--- src/rtl/bipolar_mac_frame.sv ---
// ---------------------------------------------------------------------------
// bipolar_mac_frame
//
// Streaming signed multiply-accumulate engine for the correlation /
// pitch-estimation datapath. Each accepted (data, template) pair is
// multiplied on a sign-magnitude datapath. LEN products are summed per frame.
// The frame sum is then presented with a single-cycle valid pulse.
//
// Pipeline:
//   stage 1 : magnitude multiply, exact negate, sign-extend to AW (p1_q)
//   stage 2 : accumulate / load, overflow detect, clamp or wrap (acc_q)
//   output  : out_sum / out_ovf registered with the out_valid pulse
//
// Handshake: a sample pair is accepted on every rising edge where
// in_valid=1 and clear=0. There is no backpressure, so the producer never
// waits. out_valid is a one-cycle pulse. out_sum and out_ovf hold their
// values until the next pulse.
//
// Ports:
//   clk        in   1    single clock, rising edge
//   rst_n      in   1    asynchronous active-low reset
//   clear      in   1    synchronous frame abort / flush
//   in_valid   in   1    sample pair valid this cycle
//   in_data    in   DW   signed sample
//   in_tmpl    in   DW   signed template value
//   out_valid  out  1    one-cycle pulse, out_sum/out_ovf valid
//   out_sum    out  AW   signed frame sum
//   out_ovf    out  1    at least one signed overflow occurred in the frame
//   busy       out  1    frame in progress or a pipeline stage is valid
// ---------------------------------------------------------------------------
module bipolar_mac_frame #(
    parameter int DW  = 12,
    parameter int AW  = 36,
    parameter int LEN = 1024,
    parameter int SAT = 1
) (
    input  logic          clk,
    input  logic          rst_n,
    input  logic          clear,
    input  logic          in_valid,
    input  logic [DW-1:0] in_data,
    input  logic [DW-1:0] in_tmpl,
    output logic          out_valid,
    output logic [AW-1:0] out_sum,
    output logic          out_ovf,
    output logic          busy
);

    localparam int PW = 2 * DW;
    localparam int CW = (LEN > 1) ? $clog2(LEN) : 1;

    localparam logic [CW-1:0] CNT_LAST = CW'(LEN - 1);
    localparam logic [CW-1:0] CNT_ONE  = CW'(1);
    localparam logic [DW-1:0] ONE_DW   = DW'(1);
    localparam logic [PW-1:0] ONE_PW   = PW'(1);
    localparam logic [AW-1:0] SUM_MAX  = {1'b0, {(AW-1){1'b1}}};
    localparam logic [AW-1:0] SUM_MIN  = {1'b1, {(AW-1){1'b0}}};

    // ------------------------------------------------------------------
    // Frame counter and sample acceptance
    // ------------------------------------------------------------------
    logic          accept;
    logic [CW-1:0] cnt_q, cnt_d;
    logic          is_first, is_last;

    assign accept   = in_valid && !clear;
    assign is_first = (cnt_q == '0);
    assign is_last  = (cnt_q == CNT_LAST);

    always_comb begin
        cnt_d = cnt_q;
        if (clear) begin
            cnt_d = '0;
        end else if (in_valid) begin
            cnt_d = is_last ? '0 : (cnt_q + CNT_ONE);
        end
    end

    // ------------------------------------------------------------------
    // Stage 1: sign-magnitude multiply
    // ------------------------------------------------------------------
    logic          sign_d, sign_t, neg;
    logic [DW-1:0] mag_d, mag_t;
    logic [PW-1:0] prod_mag, prod_signed;
    logic [AW-1:0] prod_ext;

    assign sign_d = in_data[DW-1];
    assign sign_t = in_tmpl[DW-1];
    assign neg    = sign_d ^ sign_t;

    // The magnitude of the most negative value is 2^(DW-1). That value still
    // fits because mag_* is treated as unsigned.
    assign mag_d = sign_d ? (~in_data + ONE_DW) : in_data;
    assign mag_t = sign_t ? (~in_tmpl + ONE_DW) : in_tmpl;

    assign prod_mag = PW'(mag_d) * PW'(mag_t);

    // The largest magnitude product is 2^(2DW-2). The negated product
    // therefore always fits in PW signed bits.
    assign prod_signed = neg ? (~prod_mag + ONE_PW) : prod_mag;
    assign prod_ext    = AW'($signed(prod_signed));

    logic          v1_q;
    logic          first1_q;
    logic          last1_q;
    logic [AW-1:0] p1_q;

    always_ff @(posedge clk or negedge rst_n) begin
        if (!rst_n) begin
            cnt_q    <= '0;
            v1_q     <= 1'b0;
            first1_q <= 1'b0;
            last1_q  <= 1'b0;
            p1_q     <= '0;
        end else begin
            cnt_q <= cnt_d;
            v1_q  <= accept;
            if (clear) begin
                first1_q <= 1'b0;
                last1_q  <= 1'b0;
            end else if (in_valid) begin
                first1_q <= is_first;
                last1_q  <= is_last;
                p1_q     <= prod_ext;
            end
        end
    end

    // ------------------------------------------------------------------
    // Stage 2: accumulate with overflow detection
    // ------------------------------------------------------------------
    logic [AW-1:0] acc_q, acc_d;
    logic          sticky_q, sticky_d;
    logic          out_valid_q, out_valid_d;
    logic [AW-1:0] out_sum_q, out_sum_d;
    logic          out_ovf_q, out_ovf_d;

    logic [AW:0]   sum_ext;
    logic [AW-1:0] acc_next;
    logic          ovf_now;

    assign sum_ext = {acc_q[AW-1], acc_q} + {p1_q[AW-1], p1_q};

    always_comb begin
        acc_next = sum_ext[AW-1:0];
        ovf_now  = 1'b0;
        if (first1_q) begin
            // The first product of a frame loads the accumulator directly.
            // This keeps back-to-back frames from mixing.
            acc_next = p1_q;
        end else begin
            ovf_now = sum_ext[AW] ^ sum_ext[AW-1];
            if ((SAT != 0) && ovf_now) begin
                acc_next = sum_ext[AW] ? SUM_MIN : SUM_MAX;
            end
        end
    end

    always_comb begin
        acc_d       = acc_q;
        sticky_d    = sticky_q;
        out_valid_d = 1'b0;
        out_sum_d   = out_sum_q;
        out_ovf_d   = out_ovf_q;
        if (clear) begin
            // An in-flight product is discarded and no pulse is produced.
            // The previous result stays visible on out_sum/out_ovf.
            sticky_d = 1'b0;
        end else if (v1_q) begin
            acc_d = acc_next;
            if (last1_q) begin
                out_valid_d = 1'b1;
                out_sum_d   = acc_next;
                out_ovf_d   = sticky_q | ovf_now;
                sticky_d    = 1'b0;
            end else begin
                sticky_d = sticky_q | ovf_now;
            end
        end
    end

    always_ff @(posedge clk or negedge rst_n) begin
        if (!rst_n) begin
            acc_q       <= '0;
            sticky_q    <= 1'b0;
            out_valid_q <= 1'b0;
            out_sum_q   <= '0;
            out_ovf_q   <= 1'b0;
        end else begin
            acc_q       <= acc_d;
            sticky_q    <= sticky_d;
            out_valid_q <= out_valid_d;
            out_sum_q   <= out_sum_d;
            out_ovf_q   <= out_ovf_d;
        end
    end

    assign out_valid = out_valid_q;
    assign out_sum   = out_sum_q;
    assign out_ovf   = out_ovf_q;
    assign busy      = (cnt_q != '0) || v1_q;

endmodule

--- config.mk ---
export PLATFORM = sky130hd
export DESIGN_NAME = bipolar_mac_frame
export DESIGN_NICKNAME = d
export VERILOG_FILES = /design/src/rtl/bipolar_mac_frame.sv
export SDC_FILE = /design/constraint.sdc
export NUM_CORES = 1
export LEC_CHECK = 0
export CAP_MARGIN = 20
export CORE_MARGIN = 2
export CORE_UTILIZATION = 65
export DETAILED_ROUTE_END_ITERATION = 12
export DONT_BUFFER_PORTS = 1
export HOLD_SLACK_MARGIN = 0.06
export PLACE_DENSITY_LB_ADDON = 0.2
export RECOVER_POWER = 25
export SLEW_MARGIN = 5
export SYNTH_ARGS = -nofsm -noshare
export SYNTH_HDL_FRONTEND = slang
export SYNTH_SLANG_ARGS = --single-unit
--- constraint.sdc ---
create_clock -name clk -period 6.76 [get_ports clk]
set_input_delay 0.338 -clock clk [delete_from_list [all_inputs] [get_ports clk]]
set_output_delay 0.338 -clock clk [all_outputs]
set_load 0.005 [all_outputs]
Word-level counts from Yosys, hierarchy flattened
Index checks and enable logic that the tools add are counted.
{"block": "word_totals", "inputBits": 28, "ff_bits": 112, "output_inout_bits": 39}
{"block": "classes", "muxes": 20, "n_bitwise": 7, "n_addsub": 5, "n_eq_ne": 1, "n_mul": 1, "reduce_logical": 10}
{"operator": "36-bit 2-to-1 mux", "n": 3}
{"operator": "36-bit by 24-bit adder with 37-bit output", "n": 1}
{"operator": "10-bit 2-to-1 mux", "n": 3}
{"operator": "12-bit by 1-bit adder with 12-bit output (second input constant)", "n": 2}
{"operator": "24-bit by 1-bit adder with 24-bit output (second input constant)", "n": 1}
{"operator": "12-bit by 12-bit multiplier with 24-bit output", "n": 1}
{"operator": "12-bit 2-to-1 mux", "n": 2}
{"operator": "24-bit 2-to-1 mux", "n": 1}
{"operator": "12-bit inverter", "n": 2}
{"operator": "24-bit inverter", "n": 1}
{"operator": "1-bit 2-to-1 mux", "n": 11}
{"operator": "10-bit by 1-bit adder with 10-bit output (second input constant)", "n": 1}
{"operator": "10-bit equality test (second input constant)", "n": 1}
{"operator": "10-bit logical NOT", "n": 1}
{"operator": "10-bit nonzero test", "n": 1}
{"operator": "2-bit AND reduction", "n": 2}
{"operator": "2-bit nonzero test", "n": 2}
{"operator": "3-bit AND reduction", "n": 1}
{"operator": "1-bit bitwise XOR", "n": 2}
{"operator": "1-bit logical AND", "n": 1}
{"operator": "1-bit logical NOT", "n": 1}
{"operator": "1-bit logical OR", "n": 1}
{"operator": "1-bit inverter", "n": 1}
{"operator": "1-bit bitwise OR", "n": 1}

Depth between registers and ports, before layout
{"block": "logic_depth", "depth_word": 7, "mapped_depth": 29, "mapped_depth_nobuf": 27}

Worst setup path after synthesis
No wires, ideal clock.
{"block": "synth_timing", "path_type": "input port to flip-flop", "start": "input port in_data[0]", "end": "register p1_q[21]", "required_time_ns": 6.635, "t_arrival_ns": 7.387, "setup_slack_ns": -0.752, "cell_stages": 27, "path_buffers": 2, "cell_sequence": "clkbuf_1 -> inv_1 -> nand2_1 -> or4_1 -> or2_2 -> o41ai_1 -> xnor2_1 -> clkbuf_1 -> nand2_1 -> fa_1 -> fa_1 -> inv_1 -> fa_1 -> fa_1 -> inv_1 -> fa_1 -> inv_1 -> ha_1 -> a21oi_1 -> o21ai_0 -> o31a_1 -> o21a_1 -> or3_1 -> a311oi_1 -> a41oi_1 -> xnor2_1 -> mux2_2"}
{"block": "synth_via", "elab_chain_cells": 7}
{"element": "start, declared", "line": "41", "rtl": "input logic [DW-1:0] in_data,"}
{"element": "12-bit inverter", "line": "93", "rtl": "assign mag_d = sign_d ? (~in_data + ONE_DW) : in_data;"}
{"element": "12-bit by 1-bit adder with 12-bit output", "line": "93"}
{"element": "12-bit 2-to-1 mux (*)", "line": "93"}
{"element": "12-bit by 12-bit multiplier with 24-bit output (*)", "line": "96", "rtl": "assign prod_mag = PW'(mag_d) * PW'(mag_t);"}
{"element": "24-bit inverter", "line": "100", "rtl": "assign prod_signed = neg ? (~prod_mag + ONE_PW) : prod_mag;"}
{"element": "24-bit by 1-bit adder with 24-bit output", "line": "100"}
{"element": "24-bit 2-to-1 mux (*)", "line": "100"}
{"element": "end signal, assigned", "line": "124", "rtl": "p1_q <= prod_ext;"}
{"element": "end, declared", "line": "106", "rtl": "logic [AW-1:0] p1_q;"}
Every way passes the cells marked *; elsewhere a longest branch is shown, timed or not.
A chain may end at the register's enable or synchronous reset.

Final worst setup path
{"block": "layout_timing", "start": "input port in_data[1]", "end": "register p1_q[21]"}
The elaborated chain is that of the path after synthesis.

==> metrics.log <==
INFO  metric final.min_clock_period = approximately 6.5 ns
INFO  metric path_type_of_the_worst_min_delay_path = in2reg
INFO  metric die-height = approximately 140 um
INFO  metric cts_made_buffers = 9
INFO  metric globalRouteTotalUtil = 0.3230
INFO  metric multi_input_comb_area = ~0.009 mm2
INFO  metric grt_first_pass_wirelength = 53410 um
INFO  metric commonest_non_fill_non_tap_cells_in_the_layout = nand2_1 (233), inv_1 (170), nor2_1 (131)
INFO  metric slew_violations = 113
INFO  metric dominant_combinational_cell_family_by_area_after_synthesis = adder cells
INFO  metric post_synth_xor_area_fraction = 0.06728
INFO  metric fin_crit_sh = 0.9669
INFO  metric place_congestion = 0.9102
INFO  metric number_of_buffers_on_the_longest_clock_path = 2
INFO  metric ios = 67
INFO  metric final_count_of_hold_timing_violations = 0
INFO  metric postSynth.topFlopCell = dfrtp_1
INFO  metric syn-mean-instance-area = 8.157 um2
INFO  metric drc = 0
INFO  metric setup_total_negative_slack = 0 ns
INFO  metric synth_edf_count = 0
INFO  metric synth_simple_gate_area_share = 0.1954
INFO  metric drv_cap = 1
INFO  metric critical_path_s_slowest_cell = fa_1
INFO  metric post_synth_instance_area = about 0.013 mm2
INFO  metric worst_clk_skew = 0.01243 ns
INFO  metric post_synth_inst_count = 1548
INFO  metric flow.area_growth_from_synthesis = 11.76%
INFO  metric reg2reg_setup_slack = 2.49 ns
INFO  metric slew-limit-headroom = -2.255
INFO  metric synth-compound-area-share = 0.1755
INFO  metric cts_tree = yes
INFO  metric synth_fa_ha_area_frac = 0.2622
INFO  metric grt_antenna_before_repair = 0
INFO  metric synth_sequential_area_ratio = 0.2220
INFO  metric synth_cell_types = 80
INFO  metric core-area = 0.01889 mm2
INFO  metric htree_levels = 3
INFO  metric least_margin_pin_slew = about 4.9 ns
INFO  metric layout_commonest_cell = nand2_1
INFO  metric start_util = 0.6683
INFO  metric critPathCaptureType = flip-flop
INFO  metric routed-via-count = approximately 11000
INFO  metric cpPeakStageDelay = 0.53 ns
INFO  metric timing.setup.critical_path_class = in2reg
INFO  metric path_max_fanout = 5
INFO  metric die_x = 143.4 um
INFO  metric via_count_of_the_first_global_routing_pass = 11180
INFO  metric cpMostUsedCell = fa_1
INFO  metric synth_async_sr_flop_share = 1.000
INFO  metric drive_above_1_share = 0.1193
INFO  metric portBuffers = 0
INFO  metric worst_setup_hold_path_clk_slew = 0.08 ns
INFO  metric clk_root_buffer_cell = clkbuf_16
INFO  metric drt_iter0_markers = 677
INFO  metric drt_pre_antenna_iters = 5
INFO  metric clkLatencyLatePin = 0.37 ns
INFO  metric max_clock_freq = 0.1530 GHz
INFO  metric seqCellArea = 0.002803 mm2
INFO  metric insertedDiodeCount = 0
INFO  metric rows = 50
INFO  metric share_of_cell_area_taken_by_muxes_after_synthesis = 0.005945
INFO  metric setup-violations-final = 0
INFO  metric wl = 32150 um
INFO  metric run_status = finished, violations left
INFO  metric floorplan.die_area = just over 0.02 mm2
INFO  metric ff_latch_count_synth = 112
INFO  metric fin_nets = 1837
INFO  metric dr_vias_cell = approximately 6
INFO  metric post-dp-hpwl = ~26000 um
INFO  metric tritoncts_num_sinks = 112
INFO  metric critPathArrivalTime = 6.78 ns
INFO  metric pin_count_of_the_biggest_net_entering_global_routing = about 110
INFO  metric synth_warnings = 0
INFO  metric critPathRequiredTime = 7.01 ns
INFO  metric synthesis.nets = about 1800
INFO  metric num-fill-cells = 1483
INFO  metric routedWlPerCell = around 17 um
INFO  metric grt.overflow.total = 0
INFO  metric violations_in_the_final_reports = capacitance limit, slew limit
INFO  metric timing.critical_path.from_type = primary input
INFO  metric drtAntennaViolNets = 0
## critical path, delay by kind of cell
kind,cells,cell delay (ns)
AO/OA/AOI/OAI,5,1.08
buffers and inverters,9,0.71
adder cells (fa/ha/maj),6,2.74
multiplexers,1,0.26
XOR/XNOR,2,0.31
AND/OR/NAND/NOR,6,1.36
## metrics by stage
step	utilization	worst slack [ns]	instance area (um2)	hold WS (ns)	instances
6_report	0.7470	0.2239	14110	0.1879	1870
5_1_grt	0.7470	-0.02811	14110	0.2391	1870
4_1_cts	0.7373	0.07958	13930	0.1806	1863
3_5_place_dp	0.7186	-0.4028	13580	0.04517	1844
3_3_place_gp	0.7182	-0.3077	13570	0.04443	1843
2_1_floorplan	-	-0.1690	12800	0.04241	1548
## kinds of logic (layout without fill, tap and decap cells)
group | Yosys count | count (layout)
and+or+nand+nor | 541 | 541
AOI/OAI and AO/OA | 349 | 349
buffers and inverters | 238 | 300
adders and majority gates | 204 | 204
DFF | 112 | 112
xor gates and xnor gates | 97 | 97
muxes | 7 | 7
## area by class of cell
cell class,instances,area share
clock buffers,9,0.01596
clock inverters,7,0.005142
inverters,178,0.04788
multi-input cells,1198,0.6522
flip-flops and latches,112,0.1986
well taps,260,0.02305
repair buffers,106,0.05719
## repair_timing
item                       4_1_cts  5_1_grt
setup endpoints to repair        1        8
buffers inserted                 0        7
hold buffers                     3        0
resized for setup                1       28
pin swaps                        0       25
hold endpoints to repair       114        0
## state kept, by name, indices dropped and copies added, names as in the netlist
signal     cells
out_ovf        1
last1_q        1
out_sum       36
cnt_q         10
v1_q           1
acc_q         36
p1_q          24
first1_q       1
sticky_q       1
out_valid      1
## cells in the mapped netlist (all sizes together), types with 5 or more instances
master | count | share of area
a211oi | 7 | 0.0042
a21o | 24 | 0.014
a21oi | 81 | 0.032
a31oi | 21 | 0.010
and2 | 28 | 0.014
and3 | 13 | 0.0064
buf | 8 | 0.0034
clkbuf | 52 | 0.015
dfrtp | 112 | 0.22
fa | 101 | 0.16
ha | 103 | 0.10
inv | 178 | 0.053
nand2 | 237 | 0.070
nand2b | 11 | 0.0055
nand3 | 25 | 0.0099
nand3b | 5 | 0.0030
nand4 | 14 | 0.0074
nor2 | 134 | 0.040
nor2b | 7 | 0.0035
nor3 | 24 | 0.010
nor4 | 10 | 0.0050
o211ai | 10 | 0.0063
o21a | 11 | 0.0065
o21ai | 116 | 0.046
o22ai | 12 | 0.0059
o31a | 5 | 0.0035
o31ai | 13 | 0.0081
or3 | 14 | 0.0069
or4 | 5 | 0.0033
xnor2 | 52 | 0.036
xor2 | 45 | 0.031
## metal layers
layer	vias to the layer above	track usage	share of wire
met3	75	0.03865	0.050
met5	-	0	0
met1	5305	0.4156	0.43
li1	5338	-	-
met2	342	0.5707	0.49
met4	0	0.09959	0.027
## final timing paths
path,start,to,cells after the start
max,in_data[1],p1_q[21],29
min,in_data[0],p1_q[0],2
max reg2reg,p1_q[23],out_sum[10],11
min reg2reg,acc_q[19],acc_q[19],2
max in group asynchronous,rst_n,acc_q[34],2
min in group asynchronous,rst_n,acc_q[4],2
Power is left out: the tool's default activity adds up to more than one toggle a clock period on the data nets, which glitch-free logic cannot reach.
